`src/rtl/dff_bist.sv`:
```
// Self-test sequencer for one D flip-flop with synchronous active-low reset.
// It drives D and reset, checks Q one cycle later, and reports the verdict, the error count and the first failing check.
module dff_bist #(
  parameter int         N_VECTORS = 16,
  parameter logic [7:0] SEED      = 8'hA5,
  parameter int         ERR_W     = 8,
  localparam int        IDX_W     = $clog2(N_VECTORS + 2)
) (
  input  logic             CLK,
  input  logic             n_res,
  input  logic             start,
  input  logic             dut_q,
  output logic             dut_d,
  output logic             dut_n_res,
  output logic             busy,
  output logic             done,
  output logic             pass,
  output logic             fail,
  output logic [ERR_W-1:0] err_count,
  output logic [IDX_W-1:0] fail_idx
);

  typedef enum logic [2:0] {
    S_IDLE,
    S_RST_ASSERT,
    S_RST_CHK,
    S_DRIVE,
    S_CHK_LAST,
    S_HOLD1,
    S_HOLD2,
    S_DONE
  } state_e;

  localparam logic [7:0]       SEED_EFF = (SEED == 8'h00) ? 8'h01 : SEED;
  localparam logic [IDX_W-1:0] LAST_VEC = IDX_W'(N_VECTORS - 1);
  localparam logic [IDX_W-1:0] IDX_LAST = IDX_W'(N_VECTORS);
  localparam logic [IDX_W-1:0] IDX_HOLD = IDX_W'(N_VECTORS + 1);
  localparam logic [ERR_W-1:0] ERR_MAX  = '1;

  state_e           state_q, state_d;
  logic [7:0]       lfsr_q, lfsr_d;
  logic [IDX_W-1:0] vec_q, vec_d;
  logic             exp_q, exp_d;
  logic [ERR_W-1:0] err_q, err_d;
  logic [IDX_W-1:0] idx_q, idx_d;
  logic             pass_q, pass_d;
  logic             fail_q, fail_d;
  logic             dut_d_q, dut_d_d;
  logic             dut_nres_q, dut_nres_d;
  logic             busy_q, busy_d;
  logic             done_q, done_d;

  logic             check_en;
  logic             check_exp;
  logic [IDX_W-1:0] check_idx;
  logic             mismatch;

  always_ff @(posedge CLK) begin
    if (!n_res) begin
      state_q    <= S_IDLE;
      lfsr_q     <= SEED_EFF;
      vec_q      <= '0;
      exp_q      <= 1'b0;
      err_q      <= '0;
      idx_q      <= '0;
      pass_q     <= 1'b0;
      fail_q     <= 1'b0;
      dut_d_q    <= 1'b0;
      dut_nres_q <= 1'b1;
      busy_q     <= 1'b0;
      done_q     <= 1'b0;
    end else begin
      state_q    <= state_d;
      lfsr_q     <= lfsr_d;
      vec_q      <= vec_d;
      exp_q      <= exp_d;
      err_q      <= err_d;
      idx_q      <= idx_d;
      pass_q     <= pass_d;
      fail_q     <= fail_d;
      dut_d_q    <= dut_d_d;
      dut_nres_q <= dut_nres_d;
      busy_q     <= busy_d;
      done_q     <= done_d;
    end
  end

  // Sequencing and checks; exp_q always holds the D value driven one cycle earlier.
  always_comb begin
    state_d   = state_q;
    lfsr_d    = lfsr_q;
    vec_d     = vec_q;
    exp_d     = exp_q;
    err_d     = err_q;
    idx_d     = idx_q;
    pass_d    = pass_q;
    fail_d    = fail_q;
    check_en  = 1'b0;
    check_exp = 1'b0;
    check_idx = '0;

    case (state_q)
      S_IDLE: begin
        if (start) begin
          state_d = S_RST_ASSERT;
          lfsr_d  = SEED_EFF;
          err_d   = '0;
          idx_d   = '0;
          pass_d  = 1'b0;
          fail_d  = 1'b0;
        end
      end
      S_RST_ASSERT: begin
        state_d = S_RST_CHK;
        vec_d   = '0;
      end
      S_RST_CHK: begin
        check_en = 1'b1;
        state_d  = S_DRIVE;
      end
      S_DRIVE: begin
        lfsr_d = {lfsr_q[0] ^ lfsr_q[2] ^ lfsr_q[3] ^ lfsr_q[4], lfsr_q[7:1]};
        exp_d  = dut_d_q;
        if (vec_q != '0) begin
          check_en  = 1'b1;
          check_exp = exp_q;
          check_idx = vec_q;
        end
        if (vec_q == LAST_VEC) begin
          state_d = S_CHK_LAST;
        end else begin
          vec_d = vec_q + 1'b1;
        end
      end
      S_CHK_LAST: begin
        check_en  = 1'b1;
        check_exp = exp_q;
        check_idx = IDX_LAST;
        state_d   = S_HOLD1;
      end
      S_HOLD1: begin
        state_d = S_HOLD2;
      end
      S_HOLD2: begin
        check_en  = 1'b1;
        check_idx = IDX_HOLD;
        state_d   = S_DONE;
      end
      S_DONE: begin
        state_d = S_IDLE;
      end
      default: begin
        state_d = S_IDLE;
      end
    endcase

    mismatch = check_en && (dut_q != check_exp);
    if (mismatch) begin
      if (err_q != ERR_MAX) begin
        err_d = err_q + 1'b1;
      end
      if (err_q == '0) begin
        idx_d = check_idx;
      end
    end

    if (state_d == S_DONE) begin
      pass_d = (err_d == '0);
      fail_d = (err_d != '0);
    end
  end

  // Registered outputs are decoded from the state being entered so they line up with it.
  always_comb begin
    dut_d_d    = 1'b0;
    dut_nres_d = 1'b1;
    busy_d     = 1'b1;
    done_d     = 1'b0;
    case (state_d)
      S_RST_ASSERT, S_HOLD1, S_HOLD2: begin
        dut_d_d    = 1'b1;
        dut_nres_d = 1'b0;
      end
      S_DRIVE: begin
        dut_d_d = lfsr_d[0];
      end
      S_DONE: begin
        busy_d = 1'b0;
        done_d = 1'b1;
      end
      S_IDLE: begin
        busy_d = 1'b0;
      end
      default: begin
        dut_d_d = 1'b0;
      end
    endcase
  end

  assign dut_d     = dut_d_q;
  assign dut_n_res = dut_nres_q;
  assign busy      = busy_q;
  assign done      = done_q;
  assign pass      = pass_q;
  assign fail      = fail_q;
  assign err_count = err_q;
  assign fail_idx  = idx_q;

endmodule

```
`config.mk`:
```
export PLATFORM = sky130hd
export DESIGN_NAME = dff_bist
export DESIGN_NICKNAME = d
export VERILOG_FILES = /design/src/rtl/dff_bist.sv
export SDC_FILE = /design/constraint.sdc
export NUM_CORES = 1
export LEC_CHECK = 0
export ABC_CLOCK_PERIOD_IN_PS = 4000
export CORE_MARGIN = 2
export CORE_UTILIZATION = 25
export DETAILED_ROUTE_END_ITERATION = 10
export GPL_TIMING_DRIVEN = 1
export PLACE_DENSITY = 0.4
export SLEW_MARGIN = 20
export SYNTH_ARGS = -nofsm -noshare
export SYNTH_HDL_FRONTEND = slang
export SYNTH_SLANG_ARGS = --single-unit
```
`constraint.sdc`:
```
create_clock -name CLK -period 4 [get_ports CLK]
set_input_delay 1.2 -clock CLK [delete_from_list [all_inputs] [get_ports CLK]]
set_output_delay 1.2 -clock CLK [all_outputs]
set_load 0.005 [all_outputs]
```
==> results.yml, run 1 <==
outcome:
  outcome: "complete, no violations"
timing:
  slew_headroom: 0.6369
  tns_ps: 0
  fin_crit_sh: 0.6712
  hold_violations: 0
  min_period_ps: 2685
  tightest_slew_ps: 543.9
  rsz0062_at_grt: "no"
  fin_ws_ps: 1315
  timing.fmax_mhz: 372.4
  finClkSkew_ps: 3.024
  setup_viol: 0
  maxSlewViolCount: 0
clock_tree:
  cts.path.max_buffers: 2
  cts_resized: 0
  cts_tree: "yes"
  cts_inserted_buffers: 5
  clock-sinks: 36
  cts_setup_buffers: 0
  clk_pin_slew_worst_paths_ps: 80
  holdBufCountCts: 0
  clkLatencyLatePin_ps: 290
  htreeDepth: 2
  root_buffer: "clkbuf_8"
place:
  dp_hpwl_um: 3496
  post-place-ws_ps: 997.0
  gp_congestion: 0.8104
  io_buffers: 22
floorplan:
  dieArea_mm2: 0.008447
  fp.dieH_um: 91.91
  start_util: 0.2539
  fp.dieW_um: 91.91
  core_mm2: 0.007607
  rows: 32
  io_pins: 23
route:
  drc_errors: 0
  drt-total-wl_um: 4938
  drt_iter0_drc: 78
  wl_per_cell_um: 13.83
  routed_via_density: 4.692
  firstDrtPassIters: 4
  final_antenna_net_count: 0
  via_count: 1675
finish:
  fillCellCount: 833
  layout-drive-gt1-share: 0.09020
  area_growth_pct: 23.25
  diodes: 0
  nNetsFinal: 263
synthesis:
  synth_edf_count: 0
  async_reset_ff_frac: 0
  syn_area_per_cell_um2: 8.221
  yosysWarnings: 0
  synthCells: 235
  synth_ff_type: "dfxtp_1"
  syn-num-nets: 244
  synth_cell_type_count: 54
  synth_seq_cells: 36
  syn_area_mm2: 0.001932
  yosysSeqAreaShare: 0.3731
setup_path:
  startpoint: "dut_q"
  crit_path_max_fanout: 8
  r2r-end: "fail$_SDFFE_PN0P_"
  critical_path.startpoint_type: "input pin"
  r2r_slack_ps: 1650
  crit_arrival_ps: 2860
  regToRegStartpoint: "state_q[0]$_SDFF_PN0_"
  worstPathRequired_ps: 4180
  path_class: "input pin to flop"
  crit_path_end_kind: "flop"
  crit_path_end: "fail$_SDFFE_PN0P_"
  rr_worst_depth: 7
global_route:
  grt_max_degree: 17
  track_usage: 0.1208
  grt_use_met3: 0.03698
  grt_pass1_wl_um: 8038
  busiest_layer: "met2"
  gr-usage-met1: 0.1664
  antenna_found_initial: 0
  use_met2: 0.1844
  grt-ovfl-total: 0
  grt_pass1_vias: 1588
pwr:
  p_leak_nw: 0.8653
  ir_drop_v: 0.0001525
  power_density_mw_per_mm2: 376.3
flow_run:
  cap_violations: 0
min_path:
  worst_hold_path_type: "flop to flop"
## cell usage after synthesis (3+ instances only)
cell type  count  area [um^2]
nand4_1        4        25.02
a21boi_0       9        67.56
ha_1           5        62.56
nor3_1         3        15.01
o211ai_1       6        45.04
o21ai_0        5        25.02
dfxtp_1       36        720.7
nand2_1       29        108.9
xnor2_1        3        26.28
nand3_1       16        80.08
buf_6          4        45.04
nor2b_1       11        68.82
and2b_1        3        22.52
a22oi_1        5        37.54
and3_1         3        18.77
a21oi_1       11        55.05
inv_1         12        45.04
clkbuf_1       8        30.03
nor2_1        15        56.30
and2_1         8        50.05
## metrics by stage
stage / instance area (um^2) / power [W] / hold WS, ps / std cells / utilization
finish: 2381 / 0.0008960 / 471.1 / 357 / 0.3130
global placement: 2222 / 0.0004578 / 463.2 / 349 / 0.2921
CTS: 2381 / 0.0009136 / 478.1 / 357 / 0.3130
detailed placement: 2222 / 0.0004569 / 465.4 / 349 / 0.2921
floorplan: 1932 / 0.0004304 / 439.7 / 235 / -
global route: 2381 / 0.0009334 / 501.3 / 357 / 0.3130
## cells by family (layout without fill, tap and decap cells)
logic type	Yosys count	count (layout)	share of synthesized area
compound gates	57	57	0.2131
xor+xnor	4	4	0.01814
fa+ha+maj	5	5	0.03238
buf+inv	25	45	0.06476
flops	36	36	0.3731
mux	2	2	0.01036
simple gates	106	106	0.2882
## layout by cell type (no fill, tap or decap), types with 3 or more instances in the layout
cell             Yosys  final
a22oi_1              5      5
buf_4                0      3
nor3_1               3      3
a21oi_1             11     11
nor2b_1             11     11
bufinv_16            0      3
ha_1                 5      5
and2b_1              3      3
clkbuf_8             0      5
inv_1               12     12
o21ai_0              5      5
o211ai_1             6      6
nand4_1              4      4
clkdlybuf4s50_1      0     22
a21boi_0             9      9
xnor2_1              3      3
nor2_1              15     15
nand2_1             29     29
and3_1               3      3
dfxtp_1             36     36
and2_1               8      8
nand3_1             16     16
## worst min path at each step
stage                            from                      to  slack [ps]  depth (start not counted)
2_1_floorplan  lfsr_q[5]$_SDFFE_PN1P_  lfsr_q[5]$_SDFFE_PN1P_         440                          2
3_3_place_gp         dut_d$_SDFF_PN0_      exp_q$_SDFFE_PN0P_         460                          2
3_5_place_dp         dut_d$_SDFF_PN0_      exp_q$_SDFFE_PN0P_         470                          2
4_1_cts              dut_d$_SDFF_PN0_      exp_q$_SDFFE_PN0P_         480                          2
5_1_grt        lfsr_q[5]$_SDFFE_PN1P_  lfsr_q[5]$_SDFFE_PN1P_         500                          2
6_report             dut_d$_SDFF_PN0_      exp_q$_SDFFE_PN0P_         470                          2
## sequential cells by signal, indices dropped and copies added, names as in the netlist
signal and count:
busy 1, pass 1, fail_idx 5, state_q 3
err_count 8, exp_q 1, done 1, fail 1
dut_n_res 1, dut_d 1, vec_q 5, lfsr_q 8
## cell type report
cell class | count | area, um^2 | area share
clock inverters | 3 | 90.09 | 0.03784
well taps | 102 | 127.6 | 0.05360
multi-input cells | 174 | 1086 | 0.4561
inverters | 12 | 45.04 | 0.01892
flip-flops and latches | 36 | 720.7 | 0.3027
repair buffers | 25 | 242.7 | 0.1019
clock buffers | 5 | 68.82 | 0.02890
## worst max-delay path, stage by stage
cell	delay (ps)
clkdlybuf4s50_1	540
nand2_1	90
o21ai_2	230
o21a_2	260
nand2_1	110
o2bb2ai_1	160
o31a_1	280
## metal layers
metal	share of wire	vias up
li1	-	866
met1	0.51	777
met2	0.44	27
met3	0.046	5
met4	0.0093	0
met5	0	-
## where the power goes
part | leakage [nW] | total [W] | internal (W) | switching, W
Combinational | 0.495 | 0.0000704 | 0.0000302 | 0.0000402
Clock | 0.0784 | 0.000448 | 0.000312 | 0.000136
Sequential | 0.292 | 0.000377 | 0.000366 | 0.0000114
Power figures use the tool's default switching activity.
==> run 2: changes to the inputs <==
ABC_CLOCK_PERIOD_IN_PS = 2250   (was 4000)
PLACE_DENSITY = 0.42   (was 0.4)
clock period = 2.25 ns   (was 4 ns; I/O delays follow)
==> run 2 against run 1 <==
Compared with the run above:
- clock power increased by 31%
- non-clock buffer count increased by 28
- combinational power rose by 150%
- cell count increased by 7.8%
- register-to-register slack lost 1600 ps
- hold slack improved by 6.8 ps
- wire length grew 1.4%
- clock skew is 9.3 ps higher
- worst setup slack worse by 1200 ps
- first-iteration DRC count is 1.3% higher
- cell area is 10% higher
- global-route usage grew 0.73 points
- critical path type is now flop to flop
- critical endpoint unchanged
==> results.yml, run 2 (synthesis results as in run 1) <==
route:
  drc_errors: 0
  drt_iter0_drc: 79
  drt-total-wl_um: 5005
  firstDrtPassIters: 4
  final_antenna_net_count: 0
  wl_per_cell_um: 13.00
  routed_via_density: 4.623
  via_count: 1780
clock_tree:
  clkLatencyLatePin_ps: 300
  cts.path.max_buffers: 2
  htreeDepth: 2
  cts_inserted_buffers: 5
  cts_tree: "yes"
  clock-sinks: 36
  root_buffer: "clkbuf_8"
  clk_pin_slew_worst_paths_ps: 80
global_route:
  busiest_layer: "met2"
  grt_pass1_vias: 1788
  track_usage: 0.1280
  grt_use_met3: 0.03040
  grt_pass1_wl_um: 8631
  grt_max_degree: 19
  use_met2: 0.2145
  antenna_found_initial: 0
  grt-ovfl-total: 0
  gr-usage-met1: 0.1607
pwr:
  p_leak_nw: 1.013
  power_density_mw_per_mm2: 541.1
  ir_drop_v: 0.0002177
finish:
  layout-drive-gt1-share: 0.2155
  area_growth_pct: 36.08
  nNetsFinal: 291
  fillCellCount: 826
  mostFrequentLayoutCells: "34 x dfxtp_1, 30 x buf_4, 29 x nand2_1"
  final_common_cell: "dfxtp_1"
  area.sequential_um2: 723.2
  diodes: 0
  multi_input_area_mm2: 0.001154
setup_path:
  crit_arrival_ps: 2350
  regToRegStartpoint: "vec_q[0]$_SDFFE_PN0P_"
  path_class: "flop to flop"
  crit_path_max_fanout: 5
  r2r_slack_ps: 90
  r2r-end: "fail$_SDFFE_PN0P_"
  worstPathRequired_ps: 2440
  critical_path.max_stage_delay_ps: 500
  crit_slowest_cell: "or4b_4"
  crit_path_end_kind: "flop"
  cp_cell_sequence: "inv_2 -> ha_4 -> or4b_4 -> nand4_2 -> o21ai_4 -> o21a_4 -> a32oi_2 -> nand3_2 -> o31a_1"
  critical_path.startpoint_type: "flop"
  rr_worst_depth: 9
min_path:
  worst_hold_path_type: "flop to flop"
  hold_depth: 2
  min_from: "dut_d$_SDFF_PN0_"
  hold-path-endpoint: "exp_q$_SDFFE_PN0P_"
outcome:
  outcome: "complete, no violations"
timing:
  maxSlewViolCount: 0
  setup_viol: 0
  finClkSkew_ps: 12.35
  fin_crit_sh: 0.9612
  slew_headroom: 0.7061
  min_period_ps: 2163
  hold_violations: 0
  tns_ps: 0
  tightest_slew_ps: 439.8
  rsz0062_at_grt: "yes"
  fin_ws_ps: 87.37
  timing.fmax_mhz: 462.4
place:
  io_buffers: 22
  dp_hpwl_um: 3708
  gp_congestion: 0.7972
  post-place-ws_ps: -182.5
floorplan:
  core_mm2: 0.007607
  io_pins: 23
  rows: 32
  dieArea_mm2: 0.008447
  fp.dieW_um: 91.91
  start_util: 0.2539
  fp.dieH_um: 91.91
flow_run:
  cap_violations: 0
## run 2: layout make-up
class | instances | share of cell area
Sequential cell | 36 | 0.2751
Clock buffer | 5 | 0.02618
Multi-Input combinational cell | 174 | 0.4388
Tap cell | 102 | 0.04855
Timing Repair Buffer | 53 | 0.1780
Clock inverter | 3 | 0.01618
Inverter | 12 | 0.01713
## run 2: timing repair
item,CTS,global route
resized for setup,2,16
endpoints found under the setup margin,2,4
hold buffers,0,0
buffers inserted,0,2
pin swaps,1,8
## run 2: worst max-delay path by stage
stage                          startpoint                end  slack, ps
detailed placement                  dut_q  fail$_SDFFE_PN0P_       -180
CTS                 vec_q[0]$_SDFFE_PN0P_  fail$_SDFFE_PN0P_         10
finish              vec_q[0]$_SDFFE_PN0P_  fail$_SDFFE_PN0P_         90
global placement                    dut_q  fail$_SDFFE_PN0P_       -150
floorplan           vec_q[0]$_SDFFE_PN0P_  fail$_SDFFE_PN0P_        200
global route        vec_q[0]$_SDFFE_PN0P_  fail$_SDFFE_PN0P_        -10
## run 2: power breakdown
part	switching, W	internal, W	leakage [nW]
clock network	0.000257	0.000328	0.0541
logic	0.0000905	0.0000839	0.666
registers	0.0000126	0.000651	0.293
## run 2: stage by stage
| step | power [W] | hold slack (ps) | cells | util | instance area, um^2 |
|---|---|---|---|---|---|
| floorplan | 0.0007652 | 439.7 | 235 | - | 1932 |
| global placement | 0.0008421 | 464.9 | 376 | 0.3204 | 2437 |
| global route | 0.001484 | 522.1 | 385 | 0.3456 | 2629 |
| finish | 0.001422 | 477.8 | 385 | 0.3456 | 2629 |
| CTS | 0.001433 | 482.0 | 384 | 0.3363 | 2559 |
| detailed placement | 0.0008420 | 465.5 | 376 | 0.3204 | 2437 |
## run 2: routing by layer
layer	wire length [um]	vias to the layer above	part of all wire
met5	0	-	0
met4	77	0	0.015
met3	182	7	0.036
met2	2286	35	0.46
met1	2458	821	0.49
li1	-	917	-
## run 2: worst max-delay path: cells and delay by family, from the launching register on
family                     cells  cell delay, ps
AOI/OAI and AO/OA              4             780
DFF                            1             330
adders and majority gates      1             120
buffers and inverters          1              70
and+or+nand+nor                3             750
